## config.mk

```make
export PLATFORM = sky130hd
export DESIGN_NAME = dispatch_2_avlstrm_flat
export DESIGN_NICKNAME = d
export VERILOG_FILES = /design/src/rtl/dispatch_2_avlstrm_pkg.sv /design/src/rtl/dispatch_2_avlstrm_if.sv /design/src/rtl/dispatch_2_avlstrm_fifo2_reg.sv /design/src/rtl/dispatch_2_avlstrm.sv /design/src/flat_wrapper.sv
export SDC_FILE = /design/constraint.sdc
export NUM_CORES = 1
export LEC_CHECK = 0
export BUFFER_PORTS_ARGS = -buffer_cell sky130_fd_sc_hd__buf_2
export CAP_MARGIN = 20
export CORE_UTILIZATION = 55
export DETAILED_ROUTE_END_ITERATION = 8
export GPL_TIMING_DRIVEN = 0
export PLACE_DENSITY = 0.91
export SLEW_MARGIN = 40
export SYNTH_ARGS = -nofsm -noshare
export SYNTH_HDL_FRONTEND = slang
export SYNTH_HIERARCHICAL = 1
export SYNTH_SLANG_ARGS = --single-unit
```

## constraint.sdc

```tcl
create_clock -name Clk -period 2.75 [get_ports Clk]
set_input_delay 0.1375 -clock Clk [delete_from_list [all_inputs] [get_ports Clk]]
set_output_delay 0.1375 -clock Clk [all_outputs]
set_load 0.01 [all_outputs]
```

## src/rtl/dispatch_2_avlstrm_pkg.sv

```systemverilog
`default_nettype none
// +---------------------------------------------------------------------------+
// | dispatch_2_avlstrm_pkg : routing-mode constants and lane type shared by   |
// |                          the 1-to-2 stream dispatcher                     |
// | Revision : 1.0                                                            |
// +---------------------------------------------------------------------------+
package dispatch_2_avlstrm_pkg;

  localparam int ROUTE_RR  = 0;
  localparam int ROUTE_SEL = 1;

  typedef enum logic {
    LANE0 = 1'b0,
    LANE1 = 1'b1
  } lane_e;

endpackage
`default_nettype wire

```

## src/rtl/dispatch_2_avlstrm_if.sv

```systemverilog
`default_nettype none
// +---------------------------------------------------------------------------+
// | avl_stream_if : valid/ready beat stream with producer and consumer views  |
// | Revision : 1.0                                                            |
// +---------------------------------------------------------------------------+
interface avl_stream_if #(
  parameter int DWIDTH = 8
);
  logic [DWIDTH-1:0] data;
  logic              valid;
  logic              ready;

  modport tx     (output data, output valid, input  ready);
  modport rx     (input  data, input  valid, output ready);
  modport master (output data, output valid, input  ready);
  modport slave  (input  data, input  valid, output ready);
endinterface
`default_nettype wire

```

## src/rtl/dispatch_2_avlstrm_fifo2_reg.sv

```systemverilog
`default_nettype none
// +---------------------------------------------------------------------------+
// | fifo2_reg : 2-entry register FIFO, simultaneous read/write allowed        |
// | Revision : 1.0                                                            |
// +---------------------------------------------------------------------------+
module fifo2_reg #(
  parameter int DWIDTH = 8
) (
  input  wire logic              Clk,
  input  wire logic              Rst,
  input  wire logic              i_wr_en,
  input  wire logic [DWIDTH-1:0] i_wr_data,
  output logic                   o_full,
  input  wire logic              i_rd_en,
  output logic [DWIDTH-1:0]      o_rd_data,
  output logic                   o_empty
);

  logic [DWIDTH-1:0] r_mem [2];
  logic              r_wptr;
  logic              r_rptr;
  logic [1:0]        r_cnt;

  always_ff @(posedge Clk or posedge Rst) begin
    if (Rst) begin
      r_mem[0] <= '0;
      r_mem[1] <= '0;
      r_wptr   <= 1'b0;
      r_rptr   <= 1'b0;
      r_cnt    <= 2'd0;
    end else begin
      if (i_wr_en) begin
        r_mem[r_wptr] <= i_wr_data;
        r_wptr        <= ~r_wptr;
      end
      if (i_rd_en) begin
        r_rptr <= ~r_rptr;
      end
      case ({i_wr_en, i_rd_en})
        2'b10:   r_cnt <= r_cnt + 2'd1;
        2'b01:   r_cnt <= r_cnt - 2'd1;
        default: r_cnt <= r_cnt;
      endcase
    end
  end

  assign o_full    = (r_cnt == 2'd2);
  assign o_empty   = (r_cnt == 2'd0);
  assign o_rd_data = r_mem[r_rptr];

endmodule
`default_nettype wire

```

## src/rtl/dispatch_2_avlstrm.sv

```systemverilog
`default_nettype none
// +---------------------------------------------------------------------------+
// | dispatch_2_avlstrm : 1-to-2 stream dispatcher, round-robin or data-bit    |
// |                      steering, order preserved, head-of-line blocking     |
// | Revision : 1.0                                                            |
// +---------------------------------------------------------------------------+
module dispatch_2_avlstrm
  import dispatch_2_avlstrm_pkg::*;
#(
  parameter int DWIDTH     = 8,
  parameter int ROUTE_MODE = ROUTE_RR,
  parameter int SEL_BIT    = 0,
  parameter int CNT_WIDTH  = 32
) (
  input  wire logic        Clk,
  input  wire logic        Rst,
  avl_stream_if.rx         in,
  avl_stream_if.tx         out0,
  avl_stream_if.tx         out1,
  output logic [CNT_WIDTH-1:0] cnt_out0,
  output logic [CNT_WIDTH-1:0] cnt_out1
);

  generate
    if (SEL_BIT < 0 || SEL_BIT >= DWIDTH) begin : g_bad_sel_bit
      $error("dispatch_2_avlstrm: SEL_BIT (%0d) must be below DWIDTH (%0d)", SEL_BIT, DWIDTH);
    end
  endgenerate

  logic                 r_in_ready;
  lane_e                r_rr;
  logic [CNT_WIDTH-1:0] r_cnt0;
  logic [CNT_WIDTH-1:0] r_cnt1;

  logic              w_acc;
  logic              w_disp;
  logic              w_full;
  logic              w_empty;
  logic              w_full_nxt;
  logic              w_free0;
  logic              w_free1;
  logic [DWIDTH-1:0] w_head;
  lane_e             w_target;

  fifo2_reg #(
    .DWIDTH (DWIDTH)
  ) u_fifo (
    .Clk       (Clk),
    .Rst       (Rst),
    .i_wr_en   (w_acc),
    .i_wr_data (in.data),
    .o_full    (w_full),
    .i_rd_en   (w_disp),
    .o_rd_data (w_head),
    .o_empty   (w_empty)
  );

  generate
    if (ROUTE_MODE == ROUTE_SEL && SEL_BIT >= 0 && SEL_BIT < DWIDTH) begin : g_route_sel
      assign w_target = lane_e'(w_head[SEL_BIT]);
    end else begin : g_route_rr
      assign w_target = r_rr;
    end
  endgenerate

  assign w_acc   = in.valid & r_in_ready;
  assign w_free0 = ~out0.valid | out0.ready;
  assign w_free1 = ~out1.valid | out1.ready;
  assign w_disp  = ~w_empty & ((w_target == LANE0) ? w_free0 : w_free1);

  // Occupancy after this edge reaches 2 only if it is already 2 with no read,
  // or it is 1 and a write lands without a read.
  assign w_full_nxt = (w_full & ~w_disp) | (~w_full & ~w_empty & w_acc & ~w_disp);

  assign in.ready = r_in_ready;
  assign cnt_out0 = r_cnt0;
  assign cnt_out1 = r_cnt1;

  always_ff @(posedge Clk or posedge Rst) begin
    if (Rst) begin
      r_in_ready <= 1'b0;
      r_rr       <= LANE0;
    end else begin
      r_in_ready <= ~w_full_nxt;
      if (w_disp) begin
        r_rr <= lane_e'(~r_rr);
      end
    end
  end

  always_ff @(posedge Clk or posedge Rst) begin
    if (Rst) begin
      out0.valid <= 1'b0;
      out0.data  <= '0;
      r_cnt0     <= '0;
    end else begin
      if (w_disp && w_target == LANE0) begin
        out0.valid <= 1'b1;
        out0.data  <= w_head;
      end else if (out0.ready) begin
        out0.valid <= 1'b0;
      end
      if (out0.valid && out0.ready) begin
        r_cnt0 <= r_cnt0 + CNT_WIDTH'(1);
      end
    end
  end

  always_ff @(posedge Clk or posedge Rst) begin
    if (Rst) begin
      out1.valid <= 1'b0;
      out1.data  <= '0;
      r_cnt1     <= '0;
    end else begin
      if (w_disp && w_target == LANE1) begin
        out1.valid <= 1'b1;
        out1.data  <= w_head;
      end else if (out1.ready) begin
        out1.valid <= 1'b0;
      end
      if (out1.valid && out1.ready) begin
        r_cnt1 <= r_cnt1 + CNT_WIDTH'(1);
      end
    end
  end

endmodule
`default_nettype wire

```

## src/flat_wrapper.sv

```systemverilog
// flat-port wrapper written by rule: the top's interface ports become plain ports
module dispatch_2_avlstrm_flat import dispatch_2_avlstrm_pkg::*;
#(
  parameter int DWIDTH     = 8,
  parameter int ROUTE_MODE = ROUTE_RR,
  parameter int SEL_BIT    = 0,
  parameter int CNT_WIDTH  = 32
)
  (Clk, Rst, cnt_out0, cnt_out1, in_data, in_valid, in_ready, out0_data, out0_valid, out0_ready, out1_data, out1_valid, out1_ready);
  avl_stream_if #(.DWIDTH(DWIDTH)) in_i ();
  avl_stream_if #(.DWIDTH(DWIDTH)) out0_i ();
  avl_stream_if #(.DWIDTH(DWIDTH)) out1_i ();
  input  wire logic Clk;
  input  wire logic Rst;
  output logic [CNT_WIDTH-1:0] cnt_out0;
  output logic [CNT_WIDTH-1:0] cnt_out1;
  input wire logic [$bits(in_i.data)-1:0] in_data;
  input wire logic [$bits(in_i.valid)-1:0] in_valid;
  output wire logic [$bits(in_i.ready)-1:0] in_ready;
  output wire logic [$bits(out0_i.data)-1:0] out0_data;
  output wire logic [$bits(out0_i.valid)-1:0] out0_valid;
  input wire logic [$bits(out0_i.ready)-1:0] out0_ready;
  output wire logic [$bits(out1_i.data)-1:0] out1_data;
  output wire logic [$bits(out1_i.valid)-1:0] out1_valid;
  input wire logic [$bits(out1_i.ready)-1:0] out1_ready;
  assign in_i.data = in_data;
  assign in_i.valid = in_valid;
  assign in_ready = in_i.ready;
  assign out0_data = out0_i.data;
  assign out0_valid = out0_i.valid;
  assign out0_i.ready = out0_ready;
  assign out1_data = out1_i.data;
  assign out1_valid = out1_i.valid;
  assign out1_i.ready = out1_ready;
  dispatch_2_avlstrm #(.DWIDTH(DWIDTH), .ROUTE_MODE(ROUTE_MODE), .SEL_BIT(SEL_BIT), .CNT_WIDTH(CNT_WIDTH)) u_core (.Clk(Clk), .Rst(Rst), .in(in_i), .out0(out0_i), .out1(out1_i), .cnt_out0(cnt_out0), .cnt_out1(cnt_out1));
endmodule
```

---- After elaboration in Yosys (flattened, before gate mapping) ----
Cells that the tools add are included.
word-level totals
  flip-flop bits (word level) ............. 104
  bits of input ports ..................... 13
  output and inout bits ................... 83
  logic and storage cells ................. 64
operators by class
  add/subtract/negate cells ............... 4
  order comparisons ....................... 3
  eq/ne operators ......................... 3
  mux-type cells .......................... 12
  bitwise gates (word level) .............. 20
  reduce and logical (&&, ||, !) cells .... 9
operators by type and width
  operator                                                                      number
  32-bit by 1-bit adder with 32-bit output, second input constant               2
  8-bit two-way mux                                                             4
  16-bit bitwise mux                                                            1
  1-bit inverter                                                                9
  8-bit demux with 1-bit select                                                 1
  1-bit bitwise AND                                                             6
  2-bit nonzero test                                                            3
  1-bit logical AND                                                             5
  1-bit two-way mux                                                             5
  2-bit equality test, second input constant                                    2
  2-bit greater-or-equal comparator, second input constant                      2
  1-bit inverter with 2-bit output                                              2
  2-bit case mux with 2 select lines                                            1
  1-bit OR                                                                      3
  2-bit by 1-bit adder with 2-bit output, second input constant                 1
  2-bit by 1-bit equality test with 1-bit output, second input constant         1
  2-bit logical NOT                                                             1
  2-bit by 1-bit less-than comparator with 1-bit output, second input constant  1
  2-bit by 1-bit subtractor with 2-bit output, second input constant            1

---- Depth between registers and ports, before layout ----
  depth in word-level cells ............... 8
  gate-level depth with buffers ........... 7

---- Hierarchy ----
The synthesis kept the hierarchy.
modules (own cells, without submodules)
  module              times used  cells an instance  area each (um^2)
  dispatch_2_avlstrm  1           307                3746.1
  fifo2_reg           1           59                 907.1

---- Worst setup path after synthesis ----
Ideal clock, no wire load.
  kind .................................... reg2reg
  start ................................... register u_core.out1.valid
  end ..................................... register u_core.u_fifo.r_cnt[1]
  setup time .............................. 0.079 ns
  data arrival time ....................... 1.536 ns
  data required time ...................... 2.671 ns
  path slack .............................. 1.134 ns
  stages on the path, launching flop included .. 6
  path buffers ............................ 0
  period minus slack after synthesis ...... 1.616 ns
  cell sequence ........................... dfrtp_1 -> nor2b_1 -> a211oi_1 -> ha_1 -> nor2_1 -> xor2_1
between the ends
  cells in the longest elaborated chain, start to end .. 6
  elaborated cells between the ends (all ways) .. 8
  classes of those cells .................. 2 x eq/ne; 2 x mux; 3 x bitwise; 1 x reduce/logical
ends and longest elaborated chain
  what                                                                                   RTL line                            text
  from (decl)                                                                            dispatch_2_avlstrm_if.sv:13         modport tx (output data, output valid, input ready);
  from (signal assigned)                                                                 dispatch_2_avlstrm.sv:111           out1.valid <= 1'b0;
  from (signal assigned)                                                                 dispatch_2_avlstrm.sv:116           out1.valid <= 1'b1;
  from (signal assigned)                                                                 dispatch_2_avlstrm.sv:119           out1.valid <= 1'b0;
  1-bit inverter *                                                                       dispatch_2_avlstrm.sv:68            assign w_free1 = ~out1.valid | out1.ready;
  1-bit OR *                                                                             dispatch_2_avlstrm.sv:68
  1-bit two-way mux *                                                                    dispatch_2_avlstrm.sv:69            assign w_disp = ~w_empty & ((w_target == LANE0) ? w_free0 : w_free1);
  1-bit bitwise AND *                                                                    dispatch_2_avlstrm.sv:69
  named net u_core.w_disp                                                                dispatch_2_avlstrm.sv:36            logic w_disp;
  2-bit by 1-bit equality test with 1-bit output or 2-bit equality test (tied branches)  dispatch_2_avlstrm_fifo2_reg.sv:39  case ({i_wr_en, i_rd_en})
  2-bit case mux with 2 select lines or 2-bit nonzero test (tied branches)               --
  to (signal assigned)                                                                   dispatch_2_avlstrm_fifo2_reg.sv:40  2'b10: r_cnt <= r_cnt + 2'd1;
  to (signal assigned)                                                                   dispatch_2_avlstrm_fifo2_reg.sv:41  2'b01: r_cnt <= r_cnt - 2'd1;
  to (signal assigned)                                                                   dispatch_2_avlstrm_fifo2_reg.sv:42  default: r_cnt <= r_cnt;
  to (decl)                                                                              dispatch_2_avlstrm_fifo2_reg.sv:22  logic [1:0] r_cnt;
Mark *: on every way through the listed nets, which the timed path passes. The rest lies on a longest branch.
A chain may end at the register's enable or synchronous reset.

---- Worst setup path in the final report ----
Ends and elaborated chain as after synthesis.

==> impl_metrics.py <==
metrics = {
    "detailed_routing": {
        "wl_per_cell_um": 16.47,
        "wl_mm": 9.619,
        "viasPerCell": 5.512,
        "drtIter0Drc": 68,
        "drt_pass1_iterations": 6,
        "vias": 3219,
        "ant_nets": 0,
        "drc": 0,
    },
    "floorplanning": {
        "pin_count": 96,
        "initial_core_util": 0.5663,
        "die-area_sq_mm": 0.008832,
        "die_x_um": 93.98,
        "rows": 33,
        "dieHeight_um": 93.98,
        "core_sq_mm": 0.008217,
    },
    "yosys": {
        "yosysTopAreaCell": "dfrtp_1",
        "syn_inst": 366,
        "yosys_warnings": 6,
        "synthArstFlopShare": 1.000,
        "syn_nets": 382,
        "synth.area.top_cells": "dfrtp_1, xnor2_1, mux2_2, xor2_1, nand4_1",
        "synth_edf_count": 0,
        "synth_area_sq_mm": 0.004653,
        "ys_seq_elements": 104,
        "syn_area_per_cell_sq_um": 12.71,
        "ys_seq_area_frac": 0.5593,
        "yosysTopAreaCellShare": 0.5593,
        "synth_top_flop_cell": "dfrtp_1",
        "yosysUniqueCellTypes": 35,
    },
    "timing": {
        "setup_violations": 0,
        "fin_setup_tns_ns": 0,
        "grt_setup_unrepaired": "false",
        "fin_crit_sh": 0.6548,
        "hold_slack_ns": 0.02449,
        "drv_slew": 0,
        "fmax_ghz": 0.5553,
        "fin_skew_ns": 0.01385,
        "worst_slew_pin_slew_ns": 0.6887,
        "slew_headroom": 0.5381,
        "fin_crit_ns": 1.801,
        "hold_viol_final": 0,
    },
    "worst_setup_path": {
        "rrSetupSlack_ns": 0.95,
        "critical_path_class": "flip-flop to flip-flop",
        "slowest_stage": "a211oi_1",
        "startpoint_type": "flip-flop",
        "cpPeakStageDelay_ns": 0.46,
        "reg2regPathDepth": 5,
        "worst-path-buf-inv": 0,
        "worst-path-stages": 5,
        "critPathLaunch": "u_core/out1.valid",
        "path_cells": "nor2b_1 > a211oi_1 > ha_1 > nor2_1 > xor2_1",
        "timing.rr.start": "u_core/out1.valid",
        "crit_fanout": 6,
        "end_kind": "flip-flop",
        "cp.required_ns": 3.03,
        "worstPathArrival_ns": 2.08,
        "critPathTopFamily": "compound AO/OA/AOI/OAI gates",
    },
    "clock_network": {
        "clk_pin_slew_worst_paths_ns": 0.09,
        "ctsResizeCount": 0,
        "cts_sinks": 104,
        "post_cts_buffers": 0,
        "cts-root-buf": "clkbuf_8",
        "htreeDepth": 3,
        "numCtsBuffers": 9,
        "cts_buffer_depth": 2,
        "cts_tree": "done",
        "clkLatencyLatePin_ns": 0.36,
    },
    "pwr": {
        "power_leakage_nw": 2.775,
        "power_w": 0.004541,
        "p_per_area_mw_per_mm2": 831.6,
        "ir_drop_mv": 0.6023,
    },
    "global_routing": {
        "grt_pass1_wl_mm": 15.57,
        "grt_usage": 0.2303,
        "overflow": 0,
        "antenna_found_initial": 0,
        "grt_pass1_vias": 3225,
        "grt_max_degree": 46,
    },
    "place": {
        "place_area_sq_mm": 0.005285,
        "dp_hpwl_mm": 6.857,
        "io_buffers": 95,
        "place_congestion": 0.8123,
    },
    "hold_path": {
        "worstHoldStart": "in_data[0]",
        "min_path_cells": 2,
        "hold_path.class": "primary input to flip-flop",
    },
    "final_layout": {
        "nets": 490,
        "antenna_cells": 0,
        "drive_gt1_frac": 0.3570,
        "final_area_sq_mm": 0.005460,
        "syn2layout_area_growth_pct": 17.34,
    },
    "run_status": {
        "status": "finished, final reports clean",
    },
    "job": {
        "maxCapViolCount": 0,
    },
}
kinds of logic (layout without fill, tap and decap cells):
kind of cell,Yosys count,in the layout,share of synthesized area
flip-flops,104,104,0.5593
AND/OR/NAND/NOR,135,135,0.1815
multiplexers,42,42,0.1081
AO/OA/AOI/OAI,3,3,0.004302
adder cells (fa/ha/maj),3,3,0.008068
XOR/XNOR,67,67,0.1261
buffers and inverters,12,125,0.01264
what timing repair did:
action                                 CTS  global route
hold buffers                             1             0
setup endpoints to repair                0             0
endpoints found under the hold margin   64             0
metal layers:
metal  up-vias  GRT usage  part of all wire
li1       1495          -                 -
met1      1611     0.2965              0.45
met2        98     0.3832              0.49
met3        15    0.04207             0.044
met4         0    0.09487             0.017
met5         -          0                 0
area by class of cell:
type	count	area [sq um]
fill	645	2756
sequential	104	2603
multi-input combinational	250	1992
timing repair buffer	97	505.5
clock buffer	11	131.4
tap	105	131.4
buffer	6	36.28
clock inverter	5	33.78
inverter	6	27.53
cells in the mapped netlist (4+ instances only):
cell type and count:
nand2_1 26, inv_1 6, and4_1 7, mux2_2 34
nand3_1 20, dfrtp_1 104, and3_1 9, nor2_1 17
xor2_1 21, nand4_1 21, and2_1 4, nor4_4 4
nor3_1 5, mux2_4 8, xnor2_1 46
worst reg2reg max path: stages, from the launching register on:
cell      delay, ns
dfrtp_1        0.43
nor2b_1        0.19
a211oi_1       0.46
ha_1           0.35
nor2_1         0.13
xor2_1         0.17
power breakdown:
group | switching (W) | internal [W] | leakage, nW | total (W)
Clock | 0.000506 | 0.000329 | 0.0793 | 0.000835
Sequential | 0.000303 | 0.00192 | 1.34 | 0.00223
Combinational | 0.000693 | 0.000788 | 1.35 | 0.00148
layout by cell type (no fill, tap or decap), types with 2 or more instances in the layout:
cell,count
clkbuf_8,9
nand2_1,26
dfrtp_1,104
and2_1,4
nand3_1,20
nand2b_1,3
nor4_1,3
nor4_4,4
nand4_2,2
nor2_1,17
nor2b_1,3
and3_1,9
ha_1,3
and4_1,7
xnor2_1,46
nand4_1,21
nand4_4,2
clkinv_2,2
clkinvlp_4,2
xor2_1,21
nor3_1,5
clkbuf_1,3
and3_2,2
inv_1,4
mux2_2,34
buf_2,97
nand4b_1,3
mux2_4,8
sequential cells by signal, indices dropped and copies added, names as in the netlist:
register / cells
u_core/out1.valid: 1
u_core/r_rr: 1
u_core/u_fifo/r_wptr: 1
u_core/u_fifo/r_mem: 16
u_core/cnt_out0: 32
u_core/in.ready: 1
u_core/out0.data: 8
u_core/out0.valid: 1
u_core/cnt_out1: 32
u_core/u_fifo/r_rptr: 1
u_core/out1.data: 8
u_core/u_fifo/r_cnt: 2
stage by stage:
step,utilization,std cells,setup slack (ns)
3_3_place_gp,0.6402,566,-0.4585
5_1_grt,0.6645,584,0.8033
2_1_floorplan,-,366,0.4474
3_5_place_dp,0.6432,567,0.9772
6_report,0.6645,584,0.9492
4_1_cts,0.6645,584,0.9471
worst paths after layout:
path / end
min: u_core/u_fifo/r_mem[8]
min reg2reg: u_core/cnt_out1[31]
max in group asynchronous: u_core/cnt_out0[3]
max: u_core/u_fifo/r_cnt[1]
max reg2reg: u_core/u_fifo/r_cnt[1]
min in group asynchronous: u_core/cnt_out1[21]
(Power assumes the default switching activity.)
